$ cat config.mk
export PLATFORM = sky130hd
export DESIGN_NAME = routed_fifos
export DESIGN_NICKNAME = d
export VERILOG_FILES = /design/src/rtl/routed_fifos.sv
export SDC_FILE = /design/constraint.sdc
export NUM_CORES = 1
export LEC_CHECK = 0
export BUFFER_PORTS_ARGS = -buffer_cell sky130_fd_sc_hd__buf_2
export CAP_MARGIN = 15
export CORE_ASPECT_RATIO = 0.6
export CORE_UTILIZATION = 35
export DETAILED_ROUTE_END_ITERATION = 8
export PLACE_DENSITY = 0.61
export SYNTH_ARGS = -nofsm -noshare
export SYNTH_HDL_FRONTEND = slang
export SYNTH_SLANG_ARGS = --single-unit
$ cat constraint.sdc
create_clock -name clk -period 2.8 [get_ports clk]
set_input_delay 0.28 -clock clk [delete_from_list [all_inputs] [get_ports clk]]
set_output_delay 0.28 -clock clk [all_outputs]
set_load 0.05 [all_outputs]
$ cat src/rtl/routed_fifos.sv
// routed_fifos: one write stream demultiplexed by a destination tag into
// NUM_REQS independent first-word-fall-through FIFOs, each drained by its
// own consumer.
// Optional feature: define ROUTED_FIFOS_DROPCNT_EN to add the saturating
// drop_cnt output that counts rejected pushes.

`ifndef NUM_REQS
`define NUM_REQS 4
`endif
`ifndef FIFO_DWIDTH
`define FIFO_DWIDTH 8
`endif
`ifndef FIFO_DEPTH
`define FIFO_DEPTH 4
`endif

module routed_fifos #(
  parameter int NUM_REQS = `NUM_REQS,
  parameter int WIDTH    = `FIFO_DWIDTH,
  parameter int DEPTH    = `FIFO_DEPTH,
  parameter int DWID     = $clog2(NUM_REQS),
  parameter int CWID     = 8
) (
  input  logic                      clk,
  input  logic                      rst,
  input  logic                      push,
  input  logic [DWID-1:0]           dest,
  input  logic [WIDTH-1:0]          data_in,
  output logic                      in_rdy,
  input  logic [NUM_REQS-1:0]       pop,
  output logic [NUM_REQS*WIDTH-1:0] flat_data_out,
  output logic [NUM_REQS-1:0]       empty,
  output logic [NUM_REQS-1:0]       full
`ifdef ROUTED_FIFOS_DROPCNT_EN
  ,
  output logic [CWID-1:0]           drop_cnt
`endif
);

  localparam int AW = $clog2(DEPTH);
  localparam int PW = AW + 1;

  logic [WIDTH-1:0]    mem  [NUM_REQS][DEPTH];
  logic [PW-1:0]       wptr [NUM_REQS];
  logic [PW-1:0]       rptr [NUM_REQS];
  logic [NUM_REQS-1:0] wr_en;
  logic [NUM_REQS-1:0] rd_en;

  // Status flags and fall-through head words straight from the registered pointers.
  always_comb begin
    empty         = '0;
    full          = '0;
    flat_data_out = '0;
    for (int i = 0; i < NUM_REQS; i++) begin
      empty[i] = (wptr[i] == rptr[i]);
      full[i]  = (wptr[i][AW-1:0] == rptr[i][AW-1:0]) && (wptr[i][AW] != rptr[i][AW]);
      flat_data_out[i*WIDTH +: WIDTH] = mem[i][rptr[i][AW-1:0]];
    end
  end

  // Route decode: an out-of-range tag matches no FIFO, so in_rdy stays low.
  always_comb begin
    in_rdy = 1'b0;
    wr_en  = '0;
    rd_en  = '0;
    for (int i = 0; i < NUM_REQS; i++) begin
      if (dest == DWID'(i)) in_rdy = !full[i];
      rd_en[i] = pop[i] && !empty[i];
    end
    for (int i = 0; i < NUM_REQS; i++) begin
      wr_en[i] = push && in_rdy && (dest == DWID'(i));
    end
  end

  // Storage write; contents are intentionally not reset, and a reset cycle stores nothing.
  always_ff @(posedge clk) begin
    for (int i = 0; i < NUM_REQS; i++) begin
      if (!rst && wr_en[i]) mem[i][wptr[i][AW-1:0]] <= data_in;
    end
  end

  // Pointer update; full/empty come from start-of-cycle state, so same-cycle
  // push+pop on a full FIFO only pops and on an empty FIFO only pushes.
  always_ff @(posedge clk) begin
    if (rst) begin
      for (int i = 0; i < NUM_REQS; i++) begin
        wptr[i] <= '0;
        rptr[i] <= '0;
      end
    end else begin
      for (int i = 0; i < NUM_REQS; i++) begin
        if (wr_en[i]) wptr[i] <= wptr[i] + PW'(1);
        if (rd_en[i]) rptr[i] <= rptr[i] + PW'(1);
      end
    end
  end

`ifdef ROUTED_FIFOS_DROPCNT_EN
  // Saturating count of pushes rejected for a full or nonexistent destination.
  always_ff @(posedge clk) begin
    if (rst) begin
      drop_cnt <= '0;
    end else if (push && !in_rdy && (drop_cnt != {CWID{1'b1}})) begin
      drop_cnt <= drop_cnt + CWID'(1);
    end
  end
`else
  // CWID only sizes drop_cnt; without the counter it has no load.
  logic unused_cwid;
  assign unused_cwid = (CWID > 0);
`endif

endmodule
**Yosys cells after proc, flatten, opt, wreduce, memory -nomap -nowiden**

Memories as Yosys holds them, arrays and structs flattened.
Cells that the tools add are included.

- Register bits after elaboration: 0
- RAM bits: 152
- Output and inout port bits: 41
- Memories: 3

Memory list:

| name | depth | width | rd ports | clocked after memory_dff | write ports | RTL line | source |
|---|---|---|---|---|---|---|---|
| mem | 4 | 32 | 4 | 0 | 1 | 43 | `logic [WIDTH-1:0] mem [NUM_REQS][DEPTH];` |
| rptr | 4 | 3 | 4 | 0 | 4 | 45 | `logic [PW-1:0] rptr [NUM_REQS];` |
| wptr | 4 | 3 | 4 | 0 | 4 | 44 | `logic [PW-1:0] wptr [NUM_REQS];` |

- Add/sub/neg operators: 8
- $lt $le $gt $ge: 12
- Equal/unequal tests: 15
- Multiplexer cells: 75
- Bitwise operators: 16
- Reductions and logical operators: 34

Operator list:

| kind | count |
|---|---|
| 32-bit two-way mux | 10 |
| 8-bit two-way mux | 12 |
| 32-bit OR reduction | 3 |
| 8-bit binary-select mux with 2-bit select | 4 |
| 8-bit demux with 2-bit select | 4 |
| 1-bit two-way mux | 34 |
| 3-bit by 1-bit adder with 3-bit output (second input constant) | 8 |
| 3-bit >= comparator (second input constant) | 8 |
| 3-bit two-way mux | 8 |
| 2-bit inverter with 3-bit output | 8 |
| 1-bit logical AND | 21 |
| 3-bit == test | 4 |
| 3-bit by 1-bit less-than comparator with 1-bit output (second input constant) | 4 |
| 1-bit zero test | 9 |
| 2-bit == test | 4 |
| 1-bit bitwise OR | 8 |
| 2-bit two-way mux | 3 |
| 2-bit == test (second input constant) | 2 |
| 1-bit inequality test | 4 |
| 2-bit by 1-bit == test with 1-bit output (second input constant) | 1 |
| 2-bit zero test | 1 |

**Logic depth before layout (Yosys ltp)**

Gate-level depths: netlist (run 1).
An unclocked memory read counts as a cell.

- Depth after elaboration: 17
- Mapped depth: 4

**Least setup slack after synthesis (run 1)**

Ideal clock, no wire load.

- Kind: register to output
- From: mem rptr[0][0] (netlist bit)
- To: out in_rdy
- Data arrival time: 1.513 ns
- Required time: 2.520 ns
- Setup slack: 1.007 ns
- Stages on the path, launching flop included: 5
- Path buffers: 1
- Cell sequence: edfxtp_1 -> buf_6 -> xnor2_2 -> nand3_2 -> mux4_2

RTL lines:

| item | RTL line | source |
|---|---|---|
| start, declared | 45 |  |
| end, declared | 29 | `output logic in_rdy,` |

==> summary.txt, run 1 <==
Critical path
  – CP Max Fanout: 11
  – Critical path's top delay family: flip-flops
  – FF-to-FF End: mem[2][10]$_DFFE_PP_
  – WP depth: 4
  – Worst r2r src: rptr[2][0]$_SDFFCE_PN0P_
  – CP Launch Point: rptr[2][0]$_SDFFCE_PN0P_
  – Critical path buffer and inverter count: 1
  – Critical Path Source Type: flip-flop
  – CP peak stage delay: 0.66 ns
  – Reg2reg path depth: 3
  – CP Capture Point: in_rdy
  – Crit path DAT: around 2.3 ns
  – Setup crit end kind: output port
  – Critical Path RT: 2.52 ns
  – R2R setup slack: 0.52 ns
  – Worst path slowest cell: edfxtp_1
  – CP Cell Sequence: xnor2_2 > nand3_1 > mux4_2 > buf_2
  – Crit path kind: reg2out

Timing
  – RSZ-0062 raised after global routing: false
  – Final critical-path required period: 2.61 ns
  – Setup violators final: 0
  – Tightest Pin Transition: between 0.6 and 0.7 ns
  – Hold slack: 0.245 ns
  – Post-Route Setup TNS: 0 ns
  – Fmax: around 380 MHz
  – Max_slew headroom: 0.568
  – Layout Skew: roughly 0.014 ns
  – Tcrit/Tclk final: 0.932
  – Final hold violations: 0
  – Max-slew violations: 0

Route
  – Antenna Nets Post-Route: 0
  – Drt pass-1 iters: 4
  – WL/cell: between 15 and 20 µm
  – Via count: 3,107
  – Final WL: 12,700 µm
  – Iteration-0 DRC count of the detailed router: 256
  – DRC: 0
  – Vias per cell: 4.77

CTS
  – Clk root buf: clkbuf_16
  – Clock transition at path regs: around 0.06 ns
  – Clock Sinks: 152
  – Post-CTS setup buffer count: 0
  – Worst skew pair latency: 0.42 ns
  – Clock tree buffer depth: 2
  – H-tree depth: 4
  – CTS tree: built
  – Cts hold-fix bufs: 0
  – CTS buffer count: 17
  – Cts repair resizes: 0

Yosys
  – Most common cell in the netlist: edfxtp_1
  – Leading area contributor after synthesis: edfxtp_1
  – Largest cells by area after synthesis: edfxtp_1 70%, mux4_2 6.5%, mux4_1 5.6%
  – Synthesized area: 6530 µm²
  – Post-synth net total: 366
  – Synth cell types: 25
  – Ys Warns: 0
  – Sequential cell area fraction in the yosys report: 0.699
  – Top FF cell, synth: edfxtp_1
  – Number of synthesized flops with an enable pin: roughly 150
  – FF+latch count, synth: 152
  – Post-Syn Instances: ~330
  – Avg Inst Size Synth: 19.9 µm²
  – Yosys top cell area share: 0.699
  – Synth cell count leaders: 152 x edfxtp_1, 28 x and2_1, 22 x inv_1
  – Post-synth ARST share: 0

Placed design
  – Placed Area: around 7100 µm²
  – DP HPWL: between 8000 and 9000 µm
  – Port Buffers: 57
  – Gpl congestion: roughly 0.77

GRT
  – GR Overflow Total: 0
  – Largest net degree at the start of global routing: 17
  – First-pass GRT wire length: between 15,000 and 20,000 µm
  – Initial antenna violation count: 0
  – Total GRT Usage: 0.143
  – Vias in the first global route: around 3,300

Die
  – Row count: 38
  – Ports: 58
  – Die H: 108 µm
  – Starting Density: 0.360
  – Die X: ~180 µm
  – Core Box Area: 18,200 µm²
  – Die area: between 15,000 and 20,000 µm²

Layout
  – Synth-to-layout area growth: 17.8%
  – Util after Layout: 0.424
  – Ant. Diodes: 0
  – Layout cell share with drive strength beyond 1: 0.303
  – Post-layout net count: 436
  – Fin area: about 7700 µm²

Pwr
  – VDD IR max: roughly 500 µV
  – PD cells: between 700 and 800 nW/µm²
  – Pwr Total: roughly 6.0 mW
  – Pleak: roughly 2.8 nW

Flow run
  – Max_cap viols: 0

Hold path
  – Min-Delay Path Class: in2reg
  – HP Start: data_in[7]

Run status
  – Status: complete, no violations
-- power by group --
part / total, mW / internal, mW / switching, mW / leakage [nW]
combinational: 0.838 / 0.270 / 0.568 / 1.07
sequential: 2.65 / 2.56 / 0.0876 / 1.41
clock: 2.47 / 1.52 / 0.950 / 0.311
total: 5.96 / 4.35 / 1.61 / 2.79
-- flip-flops by register name, indices dropped and copies added (netlist names) --
name  count
wptr     12
rptr     12
mem     128
-- worst reg2reg max path, stage by stage (launching register included) --
cell and delay, ns:
edfxtp_1 0.76, xnor2_2 0.21, a311oi_2 0.47, and2_1 0.47
-- how the worst min path moves through the flow --
| stage | end | slack (ns) | depth (start not counted) |
|---|---|---|---|
| after floorplan | mem[0][0]$_DFFE_PP_ | 0.38 | 0 |
| after global placement | mem[0][31]$_DFFE_PP_ | 0.67 | 1 |
| after detailed placement | mem[0][31]$_DFFE_PP_ | 0.69 | 1 |
| after CTS | mem[0][31]$_DFFE_PP_ | 0.24 | 1 |
| after global routing | mem[0][31]$_DFFE_PP_ | 0.24 | 1 |
| final | mem[0][7]$_DFFE_PP_ | 0.25 | 1 |
-- stage by stage --
step                      worst slack [ns]  cells
after floorplan                       1.01    329
after global placement               0.658    620
after detailed placement             0.536    620
after CTS                            0.164    652
after global routing                0.0521    652
final                                0.190    652
-- logic make-up after synthesis --
logic type | Yosys count | synth area share
xor gates and xnor gates | 24 | 0.0442
and+or+nand+nor | 53 | 0.0458
muxes | 33 | 0.122
AOI/OAI and AO/OA | 16 | 0.0260
DFF | 152 | 0.699
buffers and inverters | 31 | 0.0253
adders and majority gates | 20 | 0.0383
-- layer usage --
metal | share of wire | track usage
met1 | 0.54 | 0.231
met2 | 0.40 | 0.182
met3 | 0.052 | 0.0410
met4 | 0.0027 | 0.0381
met5 | 0 | 0
-- cells in the final DEF, fill, tap and decap left out, types with 2 or more instances in the layout --
cell and instances:
a311o_1 4, xnor2_1 8, o21bai_1 4, nand2b_1 3
xor2_1 7, inv_6 6, mux4_2 19, buf_4 3
edfxtp_1 152, a41o_1 4, nand3_1 3, nor2_1 12
xnor2_2 7, inv_1 22, bufinv_16 4, clkbuf_16 17
mux4_1 14, inv_8 2, ha_1 20, buf_2 57
and2_1 28, and3_1 4, a311oi_2 4
-- area by class of cell --
type | count | area [µm²]
Multi-Input combinational cell | 146 | 1800
Fill cell | 1612 | 10500
Clock inverter | 14 | 208
Clock buffer | 18 | 429
Tap cell | 240 | 300
Inverter | 22 | 82.6
Sequential cell | 152 | 4560
Timing Repair Buffer | 60 | 308
Power figures use the tool's default switching activity.
==> inputs of run 2 (changes only) <==
Settings changed: CELL_PAD_IN_SITES_DETAIL_PLACEMENT set to 0, CELL_PAD_IN_SITES_GLOBAL_PLACEMENT set to 1, PLACE_DENSITY 0.61 to 0.67.
==> summary.txt, run 2 (same netlist as run 1, synthesis figures left out) <==
GRT
  – Largest net degree at the start of global routing: 17 (unchanged)
  – Initial antenna violation count: 0 (unchanged)
  – GR Overflow Total: 0 (unchanged)
  – Total GRT Usage: 0.137 (-0.00569)
  – First-pass GRT wire length: 18,900 µm (-3.9%)
  – Vias in the first global route: 3,197 (-1.9%)

Placed design
  – Port Buffers: 57 (unchanged)
  – Place WS: 0.590 ns (+0.0538 ns)
  – DP HPWL: 8600 µm (-3.5%)
  – Gpl congestion: 0.736 (-4.4%)

Timing
  – Post-Route Setup TNS: 0 ns (unchanged)
  – Final hold violations: 0 (unchanged)
  – Tcrit/Tclk final: 0.926 (-0.00625)
  – Layout Skew: 0.00954 ns (-0.00443 ns)
  – Max_slew headroom: 0.601 (+0.0335)
  – Tightest Pin Transition: 0.598 ns (-0.0502 ns)
  – Max-slew violations: 0 (unchanged)
  – RSZ-0062 raised after global routing: false
  – Final Worst Setup Slack: 0.208 ns (+0.0175 ns)
  – Fmax: 386 MHz (+0.67%)
  – Setup violators final: 0 (unchanged)
  – Final critical-path required period: 2.59 ns (-0.0175 ns)

Die
  – Row count: 38 (unchanged)
  – Starting Density: 0.360 (unchanged)
  – Ports: 58 (unchanged)
  – Core Box Area: 18,200 µm² (unchanged)
  – Die area: 19,200 µm² (unchanged)
  – Die H: 108 µm (unchanged)
  – Die X: 178 µm (unchanged)

Pwr
  – Pleak: 2.76 nW (-1.1%)
  – VDD IR max: 379 µV (-24%)
  – PD cells: 743 nW/µm² (-4.0%)

Critical path
  – Worst r2r src: rptr[1][1]$_SDFFCE_PN0P_
  – CP Max Fanout: 10 (-1)
  – Crit path DAT: 2.31 ns (-0.02 ns)
  – Critical Path RT: 2.52 ns (about the same)
  – FF-to-FF End: mem[1][11]$_DFFE_PP_
  – Crit path kind: reg2out
  – Critical Path Source Type: flip-flop
  – Setup crit end kind: output port
  – Reg2reg path depth: 3 (unchanged)
  – R2R setup slack: 0.61 ns (+0.09 ns)

Layout
  – Commonest non-fill, non-tap cell in the layout: edfxtp_1
  – Largest register FFs: 128 (unchanged)
  – Ant. Diodes: 0 (unchanged)
  – Commonest non-fill, non-tap cells in the layout: 152 x edfxtp_1, 57 x buf_2, 28 x and2_1
  – Synth-to-layout area growth: 16.9%
  – Layout cell share with drive strength beyond 1: 0.305 (+0.00169)
  – Post-layout net count: 437 (+0.23%)

CTS
  – Clock transition at path regs: 0.06 ns (about the same)
  – Cts repair resizes: 0 (unchanged)
  – H-tree depth: 4 (unchanged)
  – Clock tree buffer depth: 2 (unchanged)
  – Clk root buf: clkbuf_16
  – CTS buffer count: 17 (unchanged)
  – CTS tree: built
  – Post-CTS setup buffer count: 0 (unchanged)
  – Clock Sinks: 152 (unchanged)
  – Cts hold-fix bufs: 0 (unchanged)
  – Worst skew pair latency: 0.42 ns (about the same)

Flow run
  – Max_cap viols: 0 (unchanged)

Hold path
  – Hold EP: mem[0][4]$_DFFE_PP_
  – Min-Delay Path Class: in2reg
  – HP Start: data_in[4]
  – Hold path cells: 1 (unchanged)

Route
  – WL/cell: 18.8 µm (-3.6%)
  – Iteration-0 DRC count of the detailed router: 191 (-25%)
  – Via count: 3,168 (+2.0%)
  – Antenna Nets Post-Route: 0 (unchanged)
  – DRC: 0 (unchanged)
  – Vias per cell: 4.85 (+1.8%)
  – Drt pass-1 iters: 4 (unchanged)
  – Final WL: 12,300 µm (-3.5%)

Run status
  – Status: complete, no violations
run 2: cell count changes in the layout (fill, tap and decap cells not counted), sizes merged:
cell | before | now
clkinv | 1 | 6
bufinv | 4 | 1
inv | 30 | 28
buf | 60 | 61
clkbuf | 18 | 17
clkinvlp | 1 | 2
run 2: metal layers:
metal,vias to the layer above,global-route usage,share of wire
met5,-,0,0
met4,0,0.0490,0.011
met3,12,0.0360,0.051
met2,82,0.175,0.38
met1,1631,0.219,0.56
li1,1443,-,-
run 2: how the worst max path moves through the flow:
stage,start,endpoint,slack (ns),cells past startpoint
5_1_grt,rptr[1][1]$_SDFFCE_PN0P_,in_rdy,0.09,4
4_1_cts,rptr[1][1]$_SDFFCE_PN0P_,in_rdy,0.18,4
3_5_place_dp,rptr[3][1]$_SDFFCE_PN0P_,mem[3][30]$_DFFE_PP_,0.59,3
3_3_place_gp,rptr[2][1]$_SDFFCE_PN0P_,mem[2][15]$_DFFE_PP_,0.67,3
2_1_floorplan,rptr[0][0]$_SDFFCE_PN0P_,in_rdy,1.01,4
6_report,rptr[1][1]$_SDFFCE_PN0P_,in_rdy,0.21,4
run 2: cell type report:
cell class / instances / area [µm²]
multi-input combinational: 146 / 1800
sequential: 152 / 4560
clock inverter: 15 / 143
clock buffer: 17 / 425
fill: 1621 / 10500
inverter: 22 / 82.6
tap: 240 / 300
timing repair buffer: 61 / 315
run 2: worst max-delay path, cell delays in order (launching register included):
cell and delay [ns]:
edfxtp_1 0.63, xnor2_2 0.36, nand3_1 0.18, mux4_2 0.50
buf_2 0.23
run 2: where the power goes:
group          switching [mW]  internal (mW)  total (mW)
clock network           0.941           1.24        2.18
registers              0.0754           2.56        2.64
logic                   0.579          0.272       0.851
run 2: stage by stage:
step | std cells | util | hold slack, ns | cell area (µm²) | power, mW
2_1_floorplan | 329 | - | 0.379 | 6530 | 3.34
3_3_place_gp | 621 | 0.389 | 0.675 | 7070 | 3.54
3_5_place_dp | 621 | 0.389 | 0.684 | 7070 | 3.54
4_1_cts | 653 | 0.420 | 0.241 | 7630 | 5.72
5_1_grt | 653 | 0.420 | 0.257 | 7630 | 5.87
6_report | 653 | 0.420 | 0.251 | 7630 | 5.67
